## src/rtl/factor_sweep_pkg.sv

```systemverilog
// Shared definitions for the factor_sweep operand generator.
// Configuration macro: SWEEP_TRIANGLE_EN selects the a<b triangle sweep;
// when undefined the full a/b square is swept.
package factor_sweep_pkg;

    // Sweep controller states.
    typedef enum logic [1:0] {
        ST_IDLE = 2'd0,
        ST_SCAN = 2'd1,
        ST_DONE = 2'd2
    } sweep_state_t;

    // Default operand width; must match the product checker's a/b width.
    localparam int DEFAULT_WIDTH = 4;

`ifdef SWEEP_TRIANGLE_EN
    localparam bit TRIANGLE_MODE = 1'b1;
`else
    localparam bit TRIANGLE_MODE = 1'b0;
`endif

    // Number of (a, b) pairs one complete sweep presents.
    function automatic int unsigned pair_count(input int unsigned width,
                                               input bit          triangle);
        if (triangle) begin
            return (32'd1 << (width - 1)) * ((32'd1 << width) - 32'd1);
        end
        return 32'd1 << (2 * width);
    endfunction

endpackage

```

## src/rtl/factor_sweep_pair_counter.sv

```systemverilog
// Nested a/b operand counter: a is the outer loop, b the inner loop.
// In triangle mode (SWEEP_TRIANGLE_EN) each inner loop restarts at a+1,
// otherwise at 0. o_last flags the final pair so the controller never
// advances past it.
module sweep_pair_counter
    import factor_sweep_pkg::*;
#(
    parameter int WIDTH = DEFAULT_WIDTH
) (
    input  logic             clk,
    input  logic             rst,
    input  logic             i_load,
    input  logic             i_advance,
    output logic [WIDTH-1:0] o_a,
    output logic [WIDTH-1:0] o_b,
    output logic             o_last
);

    localparam logic [WIDTH-1:0] MAX_V  = '1;
    localparam logic [WIDTH-1:0] ZERO_V = '0;

    logic [WIDTH-1:0] r_a;
    logic [WIDTH-1:0] r_b;
    logic [WIDTH-1:0] w_a_inc;
    logic [WIDTH-1:0] w_first_b_load;
    logic [WIDTH-1:0] w_first_b_wrap;
    logic             w_b_at_max;

    // Next-pair helpers: first b of the next row, and first b after a load.
    always_comb begin
        w_a_inc    = r_a + WIDTH'(1);
        w_b_at_max = (r_b == MAX_V);
        if (TRIANGLE_MODE) begin
            w_first_b_load = WIDTH'(1);
            w_first_b_wrap = w_a_inc + WIDTH'(1);
            o_last         = (r_a == (MAX_V - WIDTH'(1))) && w_b_at_max;
        end else begin
            w_first_b_load = ZERO_V;
            w_first_b_wrap = ZERO_V;
            o_last         = (r_a == MAX_V) && w_b_at_max;
        end
    end

    // Operand registers: load restarts the sweep, advance steps one pair.
    always_ff @(posedge clk or posedge rst) begin
        if (rst) begin
            r_a <= '0;
            r_b <= '0;
        end else if (i_load) begin
            r_a <= ZERO_V;
            r_b <= w_first_b_load;
        end else if (i_advance) begin
            if (w_b_at_max) begin
                r_a <= w_a_inc;
                r_b <= w_first_b_wrap;
            end else begin
                r_b <= r_b + WIDTH'(1);
            end
        end
    end

    assign o_a = r_a;
    assign o_b = r_b;

endmodule

```

## src/rtl/factor_sweep.sv

```systemverilog
// factor_sweep: walks operand pairs into a combinational product checker,
// one pair per clock, and stops on the first accepted pair or after the
// last pair. Results are held until the next start.
// Configuration macro: SWEEP_TRIANGLE_EN (see factor_sweep_pkg).
//
// Handshake: start is a level sampled on a rising edge only in IDLE/DONE;
// stop is sampled only in SCAN and beats res in the same cycle; res is the
// checker verdict for the a/b currently on the outputs. done is a
// single-cycle pulse, found/a_hit/b_hit/tried hold until the next start.
module factor_sweep
    import factor_sweep_pkg::*;
#(
    parameter int WIDTH = DEFAULT_WIDTH
) (
    input  logic                 clk,
    input  logic                 rst,
    input  logic                 start,
    input  logic                 stop,
    output logic [WIDTH-1:0]     a,
    output logic [WIDTH-1:0]     b,
    input  logic                 res,
    output logic                 busy,
    output logic                 done,
    output logic                 found,
    output logic [WIDTH-1:0]     a_hit,
    output logic [WIDTH-1:0]     b_hit,
    output logic [2*WIDTH:0]     tried,
    output sweep_state_t         o_state
);

    localparam int TW = 2 * WIDTH + 1;

    sweep_state_t     r_state;
    sweep_state_t     w_state_next;

    logic             w_load;
    logic             w_advance;
    logic             w_scan;
    logic             w_hit;
    logic             w_end;
    logic             w_last;
    logic [WIDTH-1:0] w_a;
    logic [WIDTH-1:0] w_b;

    logic             r_done;
    logic             r_found;
    logic [WIDTH-1:0] r_a_hit;
    logic [WIDTH-1:0] r_b_hit;
    logic [TW-1:0]    r_tried;

    sweep_pair_counter #(
        .WIDTH (WIDTH)
    ) u_pair_counter (
        .clk       (clk),
        .rst       (rst),
        .i_load    (w_load),
        .i_advance (w_advance),
        .o_a       (w_a),
        .o_b       (w_b),
        .o_last    (w_last)
    );

    // State register.
    always_ff @(posedge clk or posedge rst) begin
        if (rst) begin
            r_state <= ST_IDLE;
        end else begin
            r_state <= w_state_next;
        end
    end

    // Next-state logic: stop wins over a hit, a hit or the last pair ends SCAN.
    always_comb begin
        w_state_next = r_state;
        unique case (r_state)
            ST_IDLE: if (start) w_state_next = ST_SCAN;
            ST_SCAN: begin
                if (stop) begin
                    w_state_next = ST_IDLE;
                end else if (res || w_last) begin
                    w_state_next = ST_DONE;
                end
            end
            ST_DONE: if (start) w_state_next = ST_SCAN;
            default: w_state_next = ST_IDLE;
        endcase
    end

    // Control outputs decoded from the current state and inputs.
    always_comb begin
        w_scan    = (r_state == ST_SCAN);
        w_load    = !w_scan && start;
        w_advance = w_scan && !stop && !res && !w_last;
        w_hit     = w_scan && !stop && res;
        w_end     = w_scan && !stop && (res || w_last);
    end

    // Result capture: cleared on start, counted and latched during SCAN.
    always_ff @(posedge clk or posedge rst) begin
        if (rst) begin
            r_done  <= 1'b0;
            r_found <= 1'b0;
            r_a_hit <= '0;
            r_b_hit <= '0;
            r_tried <= '0;
        end else begin
            r_done <= w_end;
            if (w_load) begin
                r_found <= 1'b0;
                r_a_hit <= '0;
                r_b_hit <= '0;
                r_tried <= '0;
            end else if (w_scan) begin
                r_tried <= r_tried + TW'(1);
                if (w_hit) begin
                    r_found <= 1'b1;
                    r_a_hit <= w_a;
                    r_b_hit <= w_b;
                end
            end
        end
    end

    assign a       = w_a;
    assign b       = w_b;
    assign busy    = w_scan;
    assign done    = r_done;
    assign found   = r_found;
    assign a_hit   = r_a_hit;
    assign b_hit   = r_b_hit;
    assign tried   = r_tried;
    assign o_state = r_state;

endmodule

```

## config.mk

```make
export PLATFORM = sky130hd
export DESIGN_NAME = factor_sweep
export DESIGN_NICKNAME = d
export VERILOG_FILES = /design/src/rtl/factor_sweep_pkg.sv /design/src/rtl/factor_sweep_pair_counter.sv /design/src/rtl/factor_sweep.sv
export SDC_FILE = /design/constraint.sdc
export NUM_CORES = 1
export LEC_CHECK = 0
export BUFFER_PORTS_ARGS = -buffer_cell sky130_fd_sc_hd__buf_4
export CAP_MARGIN = 5
export CELL_PAD_IN_SITES_DETAIL_PLACEMENT = 0
export CELL_PAD_IN_SITES_GLOBAL_PLACEMENT = 1
export CORE_ASPECT_RATIO = 0.75
export CORE_MARGIN = 4
export CORE_UTILIZATION = 39
export DETAILED_ROUTE_END_ITERATION = 12
export MAX_ROUTING_LAYER = met4
export PLACE_DENSITY = 0.75
export SLEW_MARGIN = 20
export SYNTH_ARGS = -nofsm -noshare
export SYNTH_HDL_FRONTEND = slang
export SYNTH_SLANG_ARGS = --single-unit
```

## constraint.sdc

```tcl
create_clock -name clk -period 1.55 [get_ports clk]
set_input_delay 0.31 -clock clk [delete_from_list [all_inputs] [get_ports clk]]
set_output_delay 0.31 -clock clk [all_outputs]
set_load 0.05 [all_outputs]
```

### Yosys cells after proc, flatten, opt, wreduce, memory -nomap -nowiden

Cells that the tools add are included.

* add/sub/neg operators: 3
* equality and inequality tests: 6
* reductions and logical operators: 21
* muxes and demuxes: 21

Operators with widths (number)
* 4-bit two-way mux: 12
* 9-bit two-way mux: 2
* 9-bit by 1-bit adder with 9-bit output, second input constant: 1
* 4-bit by 1-bit adder with 4-bit output, second input constant: 2
* 4-bit == test, second input constant: 2
* 2-bit nonzero test: 4
* 1-bit logical AND: 7
* 2-bit two-way mux: 3
* 2-bit AND reduction: 3
* 1-bit zero test: 4
* 2-bit case mux with 2 select lines: 1
* 1-bit two-way mux: 3
* 3-bit by 2-bit != test with 1-bit output, second input constant: 1
* 2-bit by 1-bit == test with 1-bit output, second input constant: 1
* 2-bit == test, second input constant: 1
* 2-bit zero test: 1
* 2-bit by 1-bit != test with 1-bit output, second input constant: 1
* 2-bit OR reduction: 1
* 1-bit logical OR: 1

* word-level logic and storage cells: 59
* bits in registers: 29
* output and inout port bits: 30

### Longest topological paths before layout

* depth after elaboration: 6
* depth in mapped cells: 5
* mapped depth without buffers: 4

### Cells and area by module

A second synthesis with hierarchy kept.

* cell total of the unflattened synthesis: 137
* area, all modules: 1375.1 um^2

Modules (own cells, without submodules)
* factor_sweep: instances 1, cells an instance 95, area each 962.2 um^2
* sweep_pair_counter: instances 1, cells an instance 42, area each 412.9 um^2

### Worst setup path before layout

OpenSTA, ideal clock, no wires.

* kind: register to register
* start point: register r_state[1], in the netlist o_state[1]
* end point: register r_tried[4], in the netlist tried[4]
* stages on the path, launching flop included: 6
* setup slack: -194 ps
* clock period less this slack: 1744 ps
* arrival: 1597 ps
* setup time: 147 ps
* cells stage by stage: dfrtp_1 > nand2b_1 > inv_2 > buf_2 > o221ai_1 > o31ai_1

* longest elaborated chain between the ends: 4

RTL lines
* from (decl): line factor_sweep.sv:33 `sweep_state_t r_state;`
* from (signal assigned): line factor_sweep.sv:68 `r_state <= w_state_next;`
* 2-bit by 1-bit == test with 1-bit output *: line factor_sweep.sv:91 `w_scan = (r_state == ST_SCAN);`
* via busy: line factor_sweep.sv:22 `output logic busy,`
* 1-bit zero test: line factor_sweep.sv:92 `w_load = !w_scan && start;`
* 1-bit logical AND: line factor_sweep.sv:92
* 9-bit two-way mux or 2-bit nonzero test (tied branches)
* to (signal assigned): line factor_sweep.sv:114 `r_tried <= r_tried + TW'(1);`
* to (decl): line factor_sweep.sv:49 `logic [TW-1:0] r_tried;`

Mark *: on every way through the listed nets, which the timed path passes. The rest lies on a longest branch.
A chain may end at the register's enable or synchronous reset.

### Worst setup path in the final report

* start point: register r_state[1], in the netlist o_state[1]
* end point: output port busy

* longest elaborated chain between the ends: 1

RTL lines (line)
* 2-bit by 1-bit == test with 1-bit output: factor_sweep.sv:91
* to (decl): factor_sweep.sv:22

Every way passes these cells.

==> run metrics <==
# DRC 0; startpoint of the worst-slack reg-to-reg timing path o_state[1]$_DFFE_PP0P_; count of mapped cells out of synthesis between 100 and 150; post-route fraction of the period consumed by the critical path 94.5%; Slew Limit Fails 0; global-route wire length before repair 6080 um; post-synthesis sequential element count 29; summed negative setup slack over all endpoints 0 ns; endpoint class of the critical path output pin; cell area after technology mapping 0.00140 sq mm; CTS max path bufs 2; design area 0.00187 sq mm; most used flip-flop cell after synthesis sky130_fd_sc_hd__dfrtp_1; Final Hold Violating Endpoints 0; launching instance or port of the critical path o_state[1]$_DFFE_PP0P_; number of I/O port buffers 34; Chip Height between 50 and 60 um; insertion delay of the later-clocked pin in the worst-skew pair ~0.28 ns; largest fanout on the critical path 7; data arrival time at the worst-slack endpoint ~1.2 ns; area delta synth->final 33.8%; number of DRC markers in iteration 0 120; Detailed Place HPWL ~2600 um; number of global-route vias before repair 1193; grt ovf 0; Critical R2R Capture u_pair_counter.o_b[3]$_DFFE_PP0P_; worst hold slack 0.105 ns; final setup slack of the worst path 0.0858 ns; GR Layer Usage met3 4.97%; number of warnings printed during yosys synthesis 0; Worst Reg-to-Reg Cells 6; timing-limited maximum frequency 683 MHz; Post-Place Worst Slack 0.118 ns; number of synthesized flops with an enable pin 0; overall global routing resource usage 18.1%; met2 track demand over resource in global routing 26.2%; Clock Skew 0.00570 ns; Post-Synthesis Mean Instance Area 9.94 sq um; sequential share of the synthesized area 51.8%; antenna violations before repair 0; final antenna-violating net count 0; total number of nets in the final design 193; core outline area 0.00338 sq mm; Worst VDD drop between 400 and 500 uV; result of the run finished clean; cell type with the highest aggregate area in the netlist sky130_fd_sc_hd__dfrtp_1; proportion of power drawn by combinational gates 21.6%; Final Routed Wirelength 3790 um; TritonCTS clock tree done; relative max-transition margin 74.6%; H-Tree Depth 2; number of sinks on the clock net 29; standard-cell row count 18; fraction of final layout cells with drive strength greater than 1 33.9%; TritonRoute pass-1 iters 4; setup repair after global routing missed its margin no; crit start category flip-flop; clock-pin slew on the worst setup and hold paths 0.07 ns; Maximum Capacitance Violations 0; minimum clock period after layout between 1 and 1.5 ns; sequential group share of total power 45.8%; final setup violation count 0; Hold Crit Class primary input to asynchronous set/reset pin; Worst Max-Slew Pin Slew roughly 0.38 ns; cell types occupying the most area after synthesis sky130_fd_sc_hd__dfrtp_1 52%, sky130_fd_sc_hd__o21ai_0 9.6%, sky130_fd_sc_hd__mux2i_1 5.7%, sky130_fd_sc_hd__nand2_1 4.0%, sky130_fd_sc_hd__ha_1 2.7%; internal power component 0.00124 W; highest-count cells in the layout ignoring fill and taps 43 x sky130_fd_sc_hd__buf_4, 27 x sky130_fd_sc_hd__o21ai_0, 23 x sky130_fd_sc_hd__dfrtp_1, 15 x sky130_fd_sc_hd__nand2_1, 8 x sky130_fd_sc_hd__mux2i_1; filler-free cell count of the finished design 226; share of the synthesized area in the top cell type 51.8%; starting density of the core 41.5%; area after detailed placement 0.00176 sq mm; routability cong. approximately 0.77; switching pwr roughly 0.0006 W; clk root buf sky130_fd_sc_hd__clkbuf_8; slack of the worst reg-to-reg path 0.10 ns; pin count of the biggest net entering global routing 30; CP required roughly 1.2 ns; met1 usage about a quarter; static power due to leakage 0.918 nW; Synth Net Count 149; unique cell type count in the Yosys netlist 33; I/O Pins 35; wire length per cell after detailed routing 16.8 um; Async SR Flop Fraction between 90% and 100%; Vias 1253; share of total power in the clock network between 30% and 40%; CTS Buf Count 5; vias per cell 5.54; Placed Instances 217; floorplan die width ~77 um; most common cell after layout, fill and taps aside sky130_fd_sc_hd__buf_4; most utilized layer in the global route result met2; pwr/cell area 985 mW/mm^2; Antenna Diode Count 0; switching share of total power 33.1%; Die Area 0.00463 sq mm; path type of the worst setup path flip-flop to output pin
[layer usage]
metal / routed length (um) / up-vias
met1: 1870 / 615
met4: 38 / 0
met3: 162 / 5
met2: 1730 / 29
met5: 0 / -
li1: - / 604
[logic make-up (layout without fill, tap and decap cells)]
group           Yosys count  count (layout)  synth area share, %
compound gates           43              43                 18.2
xor+xnor                  1               1                0.625
fa+ha+maj                 3               3                 2.68
buf+inv                  11              56                 3.12
flops                    29              29                 51.8
mux                       8               8                 5.71
simple gates             46              46                 17.9
[worst max-delay path, cell delays in order (launching register included)]
cell	delay, ns
sky130_fd_sc_hd__dfrtp_2	0.47
sky130_fd_sc_hd__nand2b_4	0.18
sky130_fd_sc_hd__inv_4	0.07
sky130_fd_sc_hd__buf_6	0.15
[cells in the mapped netlist (3+ instances only)]
cell type and count:
sky130_fd_sc_hd__nand4_1 4, sky130_fd_sc_hd__nor2_1 6, sky130_fd_sc_hd__nor3_1 3, sky130_fd_sc_hd__inv_1 3, sky130_fd_sc_hd__o21ai_0 27, sky130_fd_sc_hd__nand3_1 5
sky130_fd_sc_hd__dfrtp_1 29, sky130_fd_sc_hd__mux2i_1 8, sky130_fd_sc_hd__ha_1 3, sky130_fd_sc_hd__nand2_1 15, sky130_fd_sc_hd__and3_1 5, sky130_fd_sc_hd__clkbuf_1 5
[area by class of cell]
type                    instances  area (sq um)
clock buffers                   6          72.6
clock inverters                 2          10.0
fillers                       306          1500
inverters                       4          17.5
multi-input cells             101           657
flip-flops and latches         29           733
well taps                      40          50.0
repair buffers                 44           334
[power groups by stage]
stage          registers, W  logic (W)  clock network [W]
6_report           0.000845   0.000399           0.000602
3_3_place_gp       0.000851   0.000383                  0
5_1_grt            0.000852   0.000426           0.000646
3_5_place_dp       0.000856   0.000384                  0
4_1_cts            0.000842   0.000396           0.000616
2_1_floorplan      0.000974   0.000125                  0
[worst max-delay path by stage]
stage / to / slack (ns) / depth (start not counted)
after detailed placement: u_pair_counter.o_b[3]$_DFFE_PP0P_ / 0.12 / 4
after floorplan: o_state[1]$_DFFE_PP0P_ / 0.01 / 5
after global placement: u_pair_counter.o_b[3]$_DFFE_PP0P_ / 0.17 / 4
after global routing: u_pair_counter.o_b[3]$_DFFE_PP0P_ / 0.0005 / 6
final: busy / 0.09 / 3
after CTS: busy / 0.02 / 3
[state kept, by name, indices dropped and copies added (netlist names)]
name and cells:
tried 9, a_hit 4, b_hit 4, u_pair_counter.o_a 4, u_pair_counter.o_b 4, o_state 2, done 1, found 1
[what timing repair did]
item                       CTS  global route
gates resized for setup      2             3
pin swaps                    0             1
setup endpoints to repair    1             9
buffers inserted             1             0
hold buffers                 0             0
[stage by stage]
step / total power, W / util, %
after global placement: 0.00123 / 52.1
after floorplan: 0.00110 / -
after CTS: 0.00185 / 54.9
final: 0.00185 / 55.5
after global routing: 0.00192 / 55.5
after detailed placement: 0.00124 / 52.1
No activity file was read; power rests on OpenSTA's default activity.
